--- config.mk ---
export PLATFORM = sky130hd
export DESIGN_NAME = spi_dac_rx
export DESIGN_NICKNAME = d
export VERILOG_FILES = /design/src/rtl/spi_dac_rx.sv
export SDC_FILE = /design/constraint.sdc
export NUM_CORES = 1
export LEC_CHECK = 0
export ABC_CLOCK_PERIOD_IN_PS = 4700
export BUFFER_PORTS_ARGS = -buffer_cell sky130_fd_sc_hd__buf_2
export CORE_ASPECT_RATIO = 0.8
export CORE_MARGIN = 2
export CORE_UTILIZATION = 25
export DETAILED_ROUTE_END_ITERATION = 8
export PLACE_DENSITY = 0.39
export REMOVE_ABC_BUFFERS = 1
export SLEW_MARGIN = 20
export SYNTH_ARGS = -nofsm -noshare
export SYNTH_HDL_FRONTEND = slang
export SYNTH_SLANG_ARGS = --single-unit
--- constraint.sdc ---
create_clock -name clk -period 4.7 [get_ports clk]
set_input_delay 0 -clock clk [delete_from_list [all_inputs] [get_ports clk]]
set_output_delay 0 -clock clk [all_outputs]
set_load 0.01 [all_outputs]
--- src/rtl/spi_dac_rx.sv ---
// -----------------------------------------------------------------------------
// spi_dac_rx
//   Receive-side model of the vector DAC serial link. It samples the 3-wire
//   stream (cs, dclk, data) and decodes 16-bit MCP4922-style frames into the
//   X (channel A) and Y (channel B) codes that the physical DAC would output.
//
// Ports
//   clk, reset   system clock; synchronous active-high reset
//   cs_pin       frame select, active-low (asynchronous to clk)
//   clk_pin      serial clock; data is sampled on its rising edge (async)
//   data_pin     serial data, MSB first (async)
//   dac_x/dac_y  last accepted channel-A / channel-B code
//   x_stb/y_stb  one-cycle pulse when dac_x / dac_y updates
//   point_valid  one-cycle pulse on a B load that follows at least one A load
//   shdn_a/b     channel is in shutdown (last frame had SHDN_n = 0)
//   frame_err    one-cycle pulse for a frame whose bit count is not WORD_BITS
// -----------------------------------------------------------------------------
module spi_dac_rx #(
    parameter int WORD_BITS   = 16,
    parameter int DATA_BITS   = 12,
    parameter int SYNC_STAGES = 2
) (
    input  logic                 clk,
    input  logic                 reset,
    input  logic                 cs_pin,
    input  logic                 clk_pin,
    input  logic                 data_pin,
    output logic [DATA_BITS-1:0] dac_x,
    output logic [DATA_BITS-1:0] dac_y,
    output logic                 x_stb,
    output logic                 y_stb,
    output logic                 point_valid,
    output logic                 shdn_a,
    output logic                 shdn_b,
    output logic                 frame_err
);

    typedef enum logic [1:0] {WAIT_IDLE, IDLE, SHIFT, DECODE} state_t;

    localparam int CNT_W   = $clog2(WORD_BITS + 2);
    localparam int FLUSH_W = $clog2(SYNC_STAGES + 1);
    localparam logic [CNT_W-1:0]   CNT_FULL   = CNT_W'(WORD_BITS);
    localparam logic [CNT_W-1:0]   CNT_SAT    = CNT_W'(WORD_BITS + 1);
    localparam logic [FLUSH_W-1:0] FLUSH_DONE = FLUSH_W'(SYNC_STAGES);

    state_t                 state_q, state_d;
    logic [SYNC_STAGES-1:0] cs_sync_q, cs_sync_d;
    logic [SYNC_STAGES-1:0] dclk_sync_q, dclk_sync_d;
    logic [SYNC_STAGES-1:0] data_sync_q, data_sync_d;
    logic                   cs_prev_q, cs_prev_d;
    logic                   dclk_prev_q, dclk_prev_d;
    logic [FLUSH_W-1:0]     flush_q, flush_d;
    logic [CNT_W-1:0]       cnt_q, cnt_d;
    logic [WORD_BITS-1:0]   shift_q, shift_d;
    logic                   a_seen_q, a_seen_d;
    logic [DATA_BITS-1:0]   dac_x_q, dac_x_d, dac_y_q, dac_y_d;
    logic                   x_stb_q, x_stb_d, y_stb_q, y_stb_d;
    logic                   point_valid_q, point_valid_d;
    logic                   shdn_a_q, shdn_a_d, shdn_b_q, shdn_b_d;
    logic                   frame_err_q, frame_err_d;

    logic cs_s, dclk_s, data_s;
    logic cs_fall, cs_rise, dclk_rise;
    logic                 frame_ch, frame_on;
    logic [DATA_BITS-1:0] frame_code;

    assign cs_s      = cs_sync_q[SYNC_STAGES-1];
    assign dclk_s    = dclk_sync_q[SYNC_STAGES-1];
    assign data_s    = data_sync_q[SYNC_STAGES-1];
    assign cs_fall   = cs_prev_q & ~cs_s;
    assign cs_rise   = ~cs_prev_q & cs_s;
    assign dclk_rise = ~dclk_prev_q & dclk_s;

    // Frame fields: [15] channel, [12] SHDN_n, [11:0] code; BUF and GA_n ignored.
    assign frame_ch   = shift_q[WORD_BITS-1];
    assign frame_on   = shift_q[DATA_BITS];
    assign frame_code = shift_q[DATA_BITS-1:0];

    always_comb begin
        // NOTE: every signal written here gets a default first, so no path can
        // leave one unassigned and infer a latch.
        cs_sync_d     = {cs_sync_q[SYNC_STAGES-2:0], cs_pin};
        dclk_sync_d   = {dclk_sync_q[SYNC_STAGES-2:0], clk_pin};
        data_sync_d   = {data_sync_q[SYNC_STAGES-2:0], data_pin};
        cs_prev_d     = cs_s;
        dclk_prev_d   = dclk_s;
        state_d       = state_q;
        flush_d       = flush_q;
        cnt_d         = cnt_q;
        shift_d       = shift_q;
        a_seen_d      = a_seen_q;
        dac_x_d       = dac_x_q;
        dac_y_d       = dac_y_q;
        shdn_a_d      = shdn_a_q;
        shdn_b_d      = shdn_b_q;
        x_stb_d       = 1'b0;
        y_stb_d       = 1'b0;
        point_valid_d = 1'b0;
        frame_err_d   = 1'b0;

        unique case (state_q)
            WAIT_IDLE: begin
                // The sync chain still holds its reset values for SYNC_STAGES
                // cycles; wait until it reflects the real pin before trusting
                // cs high, otherwise a frame already running at reset release
                // would look like a fresh cs fall.
                if (flush_q != FLUSH_DONE) begin
                    flush_d = flush_q + 1'b1;
                end else if (cs_s) begin
                    state_d = IDLE;
                end
            end
            IDLE: begin
                if (cs_fall) begin
                    cnt_d   = '0;
                    shift_d = '0;
                    state_d = SHIFT;
                end
            end
            SHIFT: begin
                // cs rise wins over a coincident dclk edge.
                if (cs_rise) begin
                    state_d = DECODE;
                end else if (dclk_rise) begin
                    shift_d = {shift_q[WORD_BITS-2:0], data_s};
                    if (cnt_q != CNT_SAT) begin
                        cnt_d = cnt_q + 1'b1;
                    end
                end
            end
            DECODE: begin
                state_d = IDLE;
                if (cnt_q != CNT_FULL) begin
                    frame_err_d = 1'b1;
                end else if (!frame_ch) begin
                    shdn_a_d = ~frame_on;
                    if (frame_on) begin
                        dac_x_d  = frame_code;
                        x_stb_d  = 1'b1;
                        a_seen_d = 1'b1;
                    end
                end else begin
                    shdn_b_d = ~frame_on;
                    if (frame_on) begin
                        dac_y_d = frame_code;
                        y_stb_d = 1'b1;
                        if (a_seen_q) begin
                            point_valid_d = 1'b1;
                            a_seen_d      = 1'b0;
                        end
                    end
                end
            end
            default: state_d = WAIT_IDLE;
        endcase
    end

    always_ff @(posedge clk) begin
        // NOTE: non-blocking assignments so every flop samples the values from
        // before this edge, independent of statement order.
        if (reset) begin
            state_q       <= WAIT_IDLE;
            cs_sync_q     <= '1;
            dclk_sync_q   <= '0;
            data_sync_q   <= '0;
            cs_prev_q     <= 1'b1;
            dclk_prev_q   <= 1'b0;
            flush_q       <= '0;
            cnt_q         <= '0;
            shift_q       <= '0;
            a_seen_q      <= 1'b0;
            dac_x_q       <= '0;
            dac_y_q       <= '0;
            x_stb_q       <= 1'b0;
            y_stb_q       <= 1'b0;
            point_valid_q <= 1'b0;
            shdn_a_q      <= 1'b0;
            shdn_b_q      <= 1'b0;
            frame_err_q   <= 1'b0;
        end else begin
            state_q       <= state_d;
            cs_sync_q     <= cs_sync_d;
            dclk_sync_q   <= dclk_sync_d;
            data_sync_q   <= data_sync_d;
            cs_prev_q     <= cs_prev_d;
            dclk_prev_q   <= dclk_prev_d;
            flush_q       <= flush_d;
            cnt_q         <= cnt_d;
            shift_q       <= shift_d;
            a_seen_q      <= a_seen_d;
            dac_x_q       <= dac_x_d;
            dac_y_q       <= dac_y_d;
            x_stb_q       <= x_stb_d;
            y_stb_q       <= y_stb_d;
            point_valid_q <= point_valid_d;
            shdn_a_q      <= shdn_a_d;
            shdn_b_q      <= shdn_b_d;
            frame_err_q   <= frame_err_d;
        end
    end

    assign dac_x       = dac_x_q;
    assign dac_y       = dac_y_q;
    assign x_stb       = x_stb_q;
    assign y_stb       = y_stb_q;
    assign point_valid = point_valid_q;
    assign shdn_a      = shdn_a_q;
    assign shdn_b      = shdn_b_q;
    assign frame_err   = frame_err_q;

endmodule

==> results.md, run 1 <==
* Ys async rst share at 0
* P&R area growth vs syn at 24.20%
* CTS sink cnt at 64
* H-tree levels at 3
* Clock latency on the worst-skew pair at 0.33 ns
* Critical-path cell list: inv_1, ha_1, a222oi_1, and3_1, a31o_2
* Rel. slew slack at 0.3359
* CP arrival at 2.58 ns
* Post-route DRC at 0
* Layout cells sized above 1 at 0.2530
* Cell family with most CP delay: compound AO/OA/AOI/OAI gates
* Synth unique cells at 46
* Die height at 90.39 µm
* Clock slew at reported path FFs at 0.06 ns
* Core area at 9076 µm²
* # setup viols final at 0
* Worst vdd ir at 0.0001636 V
* Final Hold Vio Count at 0
* Slowest stage cell, crit path: a222oi_1
* Fin crit share at 0.4911
* Initial antenna violation count at 0
* Initial Util at 0.2570
* Status: finished, final reports clean
* Top Ports at 35
* DIE WIDTH at 112.0 µm
* Resized cells post-CTS at 0
* Syn Inst Count at 204
* ANT cells at 0
* Crit Path Class: reg2reg
* Clock Tree Buf Depth at 2
* Syn_area_per_cell at 11.43 µm²
* Worst min path class: in2reg
* Critical Path RT at 4.97 ns
* Worst Tran Pin Value at 0.9907 ns
* Pleak at 0.001205 µW
* Vias per cell at 4.563
* Largest stage delay on the critical path at 0.62 ns
* Initial drt markers at 100
* Worst Setup End Kind: register
* Port-buffer cells at 34
* Crit path time final at 2.308 ns
* Pins Over Slew Limit at 0
* Total track usage at 0.1001
* Max-Cap Viols at 0
* Routed WL at 4.833 mm
* Synth Flop Type: dfxtp_1
* Fmax at 0.4332 GHz
* Pwr dens at 484.9 nW/µm²
* Seq/Total Area, Yosys at 0.5494
* Number of synthesized flops with an enable pin at 0
* First-pass GRT wire length at 7.914 mm
* Row count at 31
* Initial DRT Pass Iterations at 4
* Fin nets at 259
* DRT antenna net count at 0
* Layout Skew at 0.006722 ns
* Vias in the first global route at 1,537
* Wire per inst at 13.28 µm
* CTS Buf Count at 9
* Placed cell areas at 2580 µm²
* DP HPWL at 3.221 mm
* RSZ-0062 raised after global routing: no
* Number of post-CTS setup repair buffers at 0
* Vias at 1,661
* Total grt overflow at 0
* CTS tree: built
* Critical Path Source Type: register
* Die ar. at 10,120 µm²
* CTS Hold Bufs at 3
* Clock Tree Root: clkbuf_16
* Critical path peak fanout at 14
* Setup Total Neg Slack at 0 ns
* Placer congestion estimate at 0.6775
* Synthesized area at 2332 µm²
* Final Power at 1405 µW
* Post-route cell area at 2897 µm²
* Largest net degree at the start of global routing at 24
* CP bufs+invs at 1
* Synthesis-stage register bit count at 64
* Yosys warns at 0
==> path summary, 6_finish.rpt <==
| check | to | depth (start not counted) | from | slack [ns] |
|---|---|---|---|---|
| setup / recovery | cnt_q[0]$_SDFFE_PP0P_ | 5 | state_q[0]$_SDFFE_PP0P_ | 2.39 |
| hold / removal | flush_q[0]$_SDFFE_PP0P_ | 2 | reset | 0.11 |
| setup reg to reg | cnt_q[0]$_SDFFE_PP0P_ | 5 | state_q[0]$_SDFFE_PP0P_ | 2.39 |
| hold reg to reg | cs_sync_q[1]$_SDFF_PP1_ | 1 | cs_sync_q[0]$_SDFF_PP1_ | 0.41 |
==> metal layers <==
metal | GRT usage | vias to the layer above | routed length (µm)
met5 | 0 | - | 0
met3 | 0.03423 | 6 | 211
li1 | - | 837 | -
met2 | 0.1308 | 31 | 1891
met4 | 0.05488 | 0 | 98
met1 | 0.1421 | 787 | 2632
==> cells by family (layout without fill, tap and decap cells) <==
group           after synthesis  count (layout)  share of synthesized area
compound gates               61              61                     0.2178
simple gates                 49              49                     0.1293
xor+xnor                      1               1                   0.003756
fa+ha+maj                    10              10                    0.05365
flops                        64              64                     0.5494
buf+inv                      19              64                    0.04614
==> cells in the mapped netlist, types with 2 or more instances <==
| cell type | instances | area share |
|---|---|---|
| o22ai_1 | 2 | 0.0054 |
| buf_4 | 2 | 0.0064 |
| nand3_1 | 6 | 0.013 |
| nand2b_1 | 2 | 0.0054 |
| a21oi_1 | 2 | 0.0043 |
| a41oi_1 | 2 | 0.0075 |
| a32o_1 | 3 | 0.013 |
| inv_1 | 8 | 0.013 |
| ha_1 | 10 | 0.054 |
| nor2_1 | 5 | 0.0080 |
| a211oi_1 | 2 | 0.0064 |
| and3_1 | 2 | 0.0054 |
| o21ai_0 | 3 | 0.0064 |
| nand2_1 | 8 | 0.013 |
| or2_2 | 3 | 0.0080 |
| and2_2 | 2 | 0.0064 |
| buf_2 | 4 | 0.0086 |
| or3_1 | 2 | 0.0054 |
| a22o_1 | 37 | 0.14 |
| nor2b_1 | 7 | 0.019 |
| nor3_1 | 2 | 0.0043 |
| clkbuf_1 | 2 | 0.0032 |
| nor4b_1 | 2 | 0.0075 |
| dfxtp_1 | 64 | 0.55 |
==> metrics by stage <==
| stage | setup WS, ns | utilization | std cells | hold WS [ns] |
|---|---|---|---|---|
| 2_1_floorplan | 2.478 | - | 194 | 0.06907 |
| 3_3_place_gp | 2.001 | 0.2843 | 344 | 0.1827 |
| 3_5_place_dp | 1.913 | 0.2843 | 344 | 0.1845 |
| 4_1_cts | 1.883 | 0.3186 | 363 | 0.1259 |
| 5_1_grt | 2.195 | 0.3191 | 364 | 0.1468 |
| 6_report | 2.392 | 0.3191 | 364 | 0.1107 |
==> worst reg2reg max path, delay by kind of cell, from the launching register on <==
family | cells | cell delay [ns]
AOI/OAI and AO/OA | 2 | 0.84
adders and majority gates | 1 | 0.30
buffers and inverters | 1 | 0.11
DFF | 1 | 0.41
and+or+nand+nor | 1 | 0.59
==> area by class of cell <==
| class | count | area (µm²) |
|---|---|---|
| multi-input cells | 121 | 943.4 |
| clock buffers | 9 | 225.2 |
| well taps | 115 | 143.9 |
| inverters | 9 | 33.78 |
| repair buffers | 39 | 212.7 |
| clock inverters | 7 | 56.30 |
| flip-flops and latches | 64 | 1281 |
| fillers | 950 | 6180 |
==> cells in the final DEF (no fill, tap or decap), types with 4 or more instances in the layout <==
cell type,n
nor2b_1,7
clkinv_4,4
buf_2,34
clkbuf_16,9
nor2_1,5
inv_1,8
nand3_1,6
dfxtp_1,64
a22o_1,37
ha_1,10
nand2_1,8
==> sequential cells by signal (all words and copies together), names as in the netlist, 2 cells and up <==
name and flops:
cnt_q 5, cs_sync_q 2, dac_x 12, dac_y 12, data_sync_q 2, dclk_sync_q 2, flush_q 2, shift_q 16
state_q 2
==> power by group <==
group          internal, µW  switching (µW)  total, µW
clock network           361             254        615
logic                  80.9             133        214
registers               561            14.6        576
total                  1000             402       1400
Note: power is estimated with default switching activity, not from simulation.
==> run 2: changes to the inputs <==
--- a/config.mk
+++ b/config.mk
@@ -5,7 +5,8 @@
 export SDC_FILE = /design/constraint.sdc
 export NUM_CORES = 1
 export LEC_CHECK = 0
-export ABC_CLOCK_PERIOD_IN_PS = 4700
+export ABC_AREA = 1
+export ABC_CLOCK_PERIOD_IN_PS = 2400
 export BUFFER_PORTS_ARGS = -buffer_cell sky130_fd_sc_hd__buf_2
 export CORE_ASPECT_RATIO = 0.8
 export CORE_MARGIN = 2
==> constraint.sdc (replaced) <==
create_clock -name clk -period 2.4 [get_ports clk]
set_input_delay 0 -clock clk [delete_from_list [all_inputs] [get_ports clk]]
set_output_delay 0 -clock clk [all_outputs]
set_load 0.01 [all_outputs]
==> run 2 against run 1 <==
  * Sequential power increased by 100%
  * Clock skew fell by 0.0024 ns
  * Core utilization shrank 0.32 points
  * Critical path type unchanged
==> results.md, run 2 <==
* Commonest cells after routing, fill and taps aside: 75 x nand3_1, 66 x nand2_1, 64 x dfxtp_1
* Post-route DRC at 0
* Total grt overflow at 0
* Crit Path Class: reg2reg
* Layout cells sized above 1 at 0.1821
* Largest net degree at the start of global routing at 59
* Synth unique cells at 24
* Fin nets at 378
* Pleak at 0.001450 µW
* Crit path time final at 1.837 ns
* CTS Buf Count at 9
* Initial drt markers at 86
* Worst vdd ir at 0.0003947 V
* Synth area leaders: dfxtp_1 50%, nand3_1 15%, nand2_1 9.6%
* Synth Flop Type: dfxtp_1
* CP arrival at 2.04 ns
* Port-buffer cells at 34
* P&R area growth vs syn at 24.09%
* Synthesized area at 2586 µm²
* CTS sink cnt at 64
* Count leader, synth: nand3_1
* Critical path peak fanout at 16
* Yosys warns at 0
* Final Hold Vio Count at 0
* Critical-path cell list: inv_1, ha_1, nand3_1, nand2_1, nor2_2, nand2_2, nand2_1, a21oi_1
* Largest reg by FF count: shift_q
* Max-Cap Viols at 0
* Critical Path Source Type: register
* First-pass GRT wire length at 10.41 mm
* DRT antenna net count at 0
* Worst Setup End Kind: register
* Pwr dens at 936.1 nW/µm²
* CP bufs+invs at 1
* Max FFs per register at 16
* Syn Inst Count at 329
* Placed cell areas at 2872 µm²
* Setup Total Neg Slack at 0 ns
* Pins Over Slew Limit at 0
* Resized cells post-CTS at 0
* Fmax at 0.5443 GHz
* Row count at 33
* Worst Tran Pin Value at 0.5657 ns
* Worst min path class: in2reg
* Syn_area_per_cell at 7.861 µm²
* Status: finished, final reports clean
* Initial Util at 0.2546
* Routed WL at 5.853 mm
* Setup slack, reg-to-reg at 0.56 ns
* Synthesis-stage register bit count at 64
* Cell depth of the worst flop-to-flop path at 8
* H-tree levels at 3
* Slowest stage cell, crit path: dfxtp_1
* # setup viols final at 0
* Seq/Total Area, Yosys at 0.4954
* Core area at 10,160 µm²
* Commonest non-fill, non-tap cell in the layout: nand3_1
* Vias per cell at 4.268
* Number of fill cells in the layout at 1,131
* CTS tree: built
* Hold path depth at 3
* Number of synthesized flops with an enable pin at 0
* Layout Skew at 0.004346 ns
* Post-synth top cells: 75 x nand3_1, 66 x nand2_1, 64 x dfxtp_1
* RSZ-0062 raised after global routing: no
* Wire per inst at 11.52 µm
* Ys async rst share at 0
* Clock latency on the worst-skew pair at 0.33 ns
* Vias at 2,168
* Clock slew at reported path FFs at 0.05 ns
* Rel. slew slack at 0.6229
* Initial antenna violation count at 0
* CTS Hold Bufs at 3
* Initial DRT Pass Iterations at 4
* Top Ports at 35
* Largest stage delay on the critical path at 0.40 ns
* Clock Tree Root: clkbuf_16
* Die ar. at 11,180 µm²
* ANT cells at 0
* DP HPWL at 3.793 mm
* Die height at 94.97 µm
* Cell family with most CP delay: simple AND/OR/NAND/NOR gates
* Area share of the largest cell type after synthesis at 0.4954
* CP dominant cell by count: nand2_1
* DIE WIDTH at 117.7 µm
* Clock Tree Buf Depth at 2
* Fin crit share at 0.7654
* Critical Path RT at 2.60 ns
* Post-route cell area at 3209 µm²
* Vias in the first global route at 2,163
* Placer congestion estimate at 0.7273
* Total track usage at 0.1185
* Number of post-CTS setup repair buffers at 0
* Largest area contributor in the netlist: dfxtp_1
* Levels on crit path at 8
[run 2: cell count changes after synthesis, sizes merged, moves of 3 or more]
cell | before | now
nand2b | 3 | 0
nand2 | 8 | 67
nand3 | 7 | 78
nor2 | 5 | 30
a32o | 3 | 0
nor2b | 7 | 0
a21oi | 3 | 22
inv | 8 | 27
clkbuf | 2 | 6
a22o | 37 | 0
buf | 8 | 12
[run 2: per-layer routing]
layer | vias to the layer above | track usage | wire (µm)
met4 | 0 | 0.05422 | 116
li1 | 1145 | - | -
met5 | - | 0 | 0
met1 | 976 | 0.1559 | 3130
met3 | 11 | 0.03804 | 219
met2 | 36 | 0.1773 | 2387
[run 2: power by group]
part	internal (µW)	leakage (µW)	switching [µW]
registers	1110	0.000518	44.3
logic	162	0.000784	357
clock network	856	0.000148	473
[run 2: layout make-up]
class                      count  area (µm²)  share of cell area
multi-input combinational    220        1114              0.3470
timing repair buffer          41       230.2             0.07173
tap                          140       175.2             0.05458
clock inverter                 5       55.05             0.01715
inverter                      27       101.3             0.03158
sequential                    64        1281              0.3992
clock buffer                  11       252.7             0.07875
[run 2: metrics by stage]
step | hold WS [ns] | util | power [µW] | cells | setup WS (ns)
3_3_place_gp | 0.1828 | 0.2827 | 1700 | 489 | 0.5923
2_1_floorplan | 0.06907 | - | 1545 | 311 | 0.3555
6_report | 0.1649 | 0.3160 | 3004 | 508 | 0.5629
3_5_place_dp | 0.1854 | 0.2827 | 1704 | 489 | 0.5572
5_1_grt | 0.1847 | 0.3160 | 3197 | 508 | 0.3419
4_1_cts | 0.1693 | 0.3160 | 3060 | 508 | 0.5468
[run 2: logic make-up (layout without fill, tap and decap cells)]
group                    count (synthesis)  in the layout  share of synthesized area
AND/OR/NAND/NOR                        181            181                     0.3237
flip-flops                              64             64                     0.4954
buffers and inverters                   45             84                    0.07402
AO/OA/AOI/OAI                           29             29                    0.05854
adder cells (fa/ha/maj)                 10             10                    0.04838
[run 2: final timing paths]
kind                          endpoint                 startpoint
max           shift_q[12]$_SDFFE_PP0P_    state_q[0]$_SDFFE_PP0P_
min          dclk_sync_q[0]$_SDFF_PP0_                      reset
max reg2reg   shift_q[12]$_SDFFE_PP0P_    state_q[0]$_SDFFE_PP0P_
min reg2reg  dclk_sync_q[1]$_SDFF_PP0_  dclk_sync_q[0]$_SDFF_PP0_
[run 2: worst reg2reg max path, cell delays in order, from the launching register on]
cell     delay [ns]
dfxtp_1        0.40
inv_1          0.11
ha_1           0.28
nand3_1        0.11
nand2_1        0.06
nor2_2         0.27
nand2_2        0.28
nand2_1        0.14
a21oi_1        0.06
==> run 3: changes to the inputs <==
--- a/config.mk
+++ b/config.mk
@@ -6,7 +6,7 @@
 export NUM_CORES = 1
 export LEC_CHECK = 0
 export ABC_AREA = 1
-export ABC_CLOCK_PERIOD_IN_PS = 2400
+export ABC_CLOCK_PERIOD_IN_PS = 1700
 export BUFFER_PORTS_ARGS = -buffer_cell sky130_fd_sc_hd__buf_2
 export CORE_ASPECT_RATIO = 0.8
 export CORE_MARGIN = 2
==> constraint.sdc (replaced) <==
create_clock -name clk -period 1.7 [get_ports clk]
set_input_delay 0 -clock clk [delete_from_list [all_inputs] [get_ports clk]]
set_output_delay 0 -clock clk [all_outputs]
set_load 0.01 [all_outputs]
==> run 3 against run 2 <==
  * Total power grew 39%
  * Count of clock-buffer cells in the layout is 2 higher
  * Non-clock buffer count grew 5
  * Clock skew shrank 0.00096 ns
==> results.md, run 3 (synthesis gave the netlist of run 2 again) <==
* Clock latency on the worst-skew pair at 0.32 ns
* CP arrival at 1.75 ns
* Routed WL at 5.858 mm
* Worst min path class: in2reg
* Initial drt markers at 105
* Port-buffer cells at 34
* Rel. slew slack at 0.7677
* Top Ports at 35
* Initial Util at 0.2546
* Clock slew at reported path FFs at 0.05 ns
* Area of the multi-input gates at 1144 µm²
* Core area at 10,160 µm²
* ANT cells at 0
* DP HPWL at 3.791 mm
* Commonest non-fill, non-tap cell in the layout: nand3_1
* H-tree levels at 3
* Hold_ws at 0.1327 ns
* CTS sink cnt at 64
* Fin crit share at 0.8981
* Wire per inst at 11.42 µm
* Total grt overflow at 0
* Placer congestion estimate at 0.7961
* Worst Tran Pin Value at 0.3484 ns
* First-pass GRT wire length at 10.38 mm
* Final setup margin at 0.1732 ns
* Vias in the first global route at 2,108
* Post-route cell area at 3297 µm²
* Total track usage at 0.1179
* Pleak at 0.001489 µW
* Worst Setup End Kind: register
* Max FFs per register at 16
* Fmax at 0.6550 GHz
* Die ar. at 11,180 µm²
* P&R area growth vs syn at 27.48%
* Critical Path Source Type: register
* Post-route DRC at 0
* Worst vdd ir at 0.0007012 V
* Initial DRT Pass Iterations at 4
* Row count at 33
* Number of fill cells in the layout at 1,118
* Largest net degree at the start of global routing at 59
* CTS Buf Count at 9
* Pins Over Slew Limit at 0
* CTS tree: built
* Setup Total Neg Slack at 0 ns
* Placed cell areas at 2907 µm²
* Final Hold Vio Count at 0
* Crit path time final at 1.527 ns
* Status: finished, final reports clean
* DRT antenna net count at 0
* Vias at 2,161
* Layout Skew at 0.003385 ns
* Max-Cap Viols at 0
* Pwr dens at 1270 nW/µm²
* Layout cells sized above 1 at 0.1984
* Initial antenna violation count at 0
* Commonest cells after routing, fill and taps aside: 75 x nand3_1, 65 x nand2_1, 63 x dfxtp_1
* Largest reg by FF count: shift_q
* Crit Path Class: reg2reg
* Place WS at 0.08931 ns
* RSZ-0062 raised after global routing: no
* # setup viols final at 0
* Die height at 94.97 µm
* Fin nets at 383
* DIE WIDTH at 117.7 µm
* Clock Tree Root: clkbuf_16
* Critical Path RT at 1.92 ns
* Register area at 1282 µm²
* Vias per cell at 4.212
* Final core occ at 0.3246
* Critical path peak fanout at 13
* Clock Tree Buf Depth at 2
[run 3: changes by cell type in the layout (fill, tap and decap cells not counted), sizes merged]
cell      previous run  this run
clkbuf              11        13
clkinv               2         3
clkinvlp             2         0
bufinv               1         0
buf                 38        43
[run 3: metrics by stage]
| step | instances | power, µW |
|---|---|---|
| after CTS | 511 | 4225 |
| after global placement | 492 | 2445 |
| after global routing | 513 | 4451 |
| after detailed placement | 492 | 2447 |
| final | 513 | 4188 |
| after floorplan | 311 | 2181 |
[run 3: power breakdown]
part / total [µW] / internal [µW] / switching [µW]
Sequential: 1630 / 1570 / 56.3
Clock: 1740 / 1100 / 639
Combinational: 822 / 288 / 534
Total: 4190 / 2960 / 1230
[run 3: worst max-delay path, cell delays in order (launching register included)]
cell     delay (ns)
dfxtp_1        0.33
buf_4          0.14
ha_1           0.22
nand2_1        0.10
nand2_1        0.09
nor2_4         0.19
buf_6          0.18
nand3_1        0.08
nand2_1        0.06
nor2_1         0.04
[run 3: timing repair]
| action | 4_1_cts | 5_1_grt |
|---|---|---|
| gates resized for setup | 0 | 8 |
| setup endpoints to repair | 0 | 48 |
| hold buffers | 3 | 0 |
| setup buffers | 0 | 2 |
| endpoints found under the hold margin | 3 | 0 |
[run 3: cell type report]
class,count,area share
Sequential cell,64,0.3890
Multi-Input combinational cell,220,0.3469
Timing Repair Buffer,46,0.09374
Clock buffer,13,0.08197
Tap cell,140,0.05313
Inverter,27,0.03074
Clock inverter,3,0.004554
[run 3: metal layers]
layer  GRT usage  vias to the layer above  part of all wire
met5           0                        -                 0
met4     0.04518                        0             0.014
met3     0.04167                        7             0.055
met2      0.1730                       39              0.41
met1      0.1587                      964              0.52
li1            -                     1151                 -
[run 3: worst paths after layout]
kind,to,start,depth (start not counted),slack [ns]
max reg2reg,cnt_q[4]$_SDFFE_PP0P_,state_q[0]$_SDFFE_PP0P_,9,0.17
min reg2reg,dclk_sync_q[1]$_SDFF_PP0_,dclk_sync_q[0]$_SDFF_PP0_,2,0.40
max,cnt_q[4]$_SDFFE_PP0P_,state_q[0]$_SDFFE_PP0P_,9,0.17
min,cs_prev_q$_SDFF_PP1_,reset,4,0.13
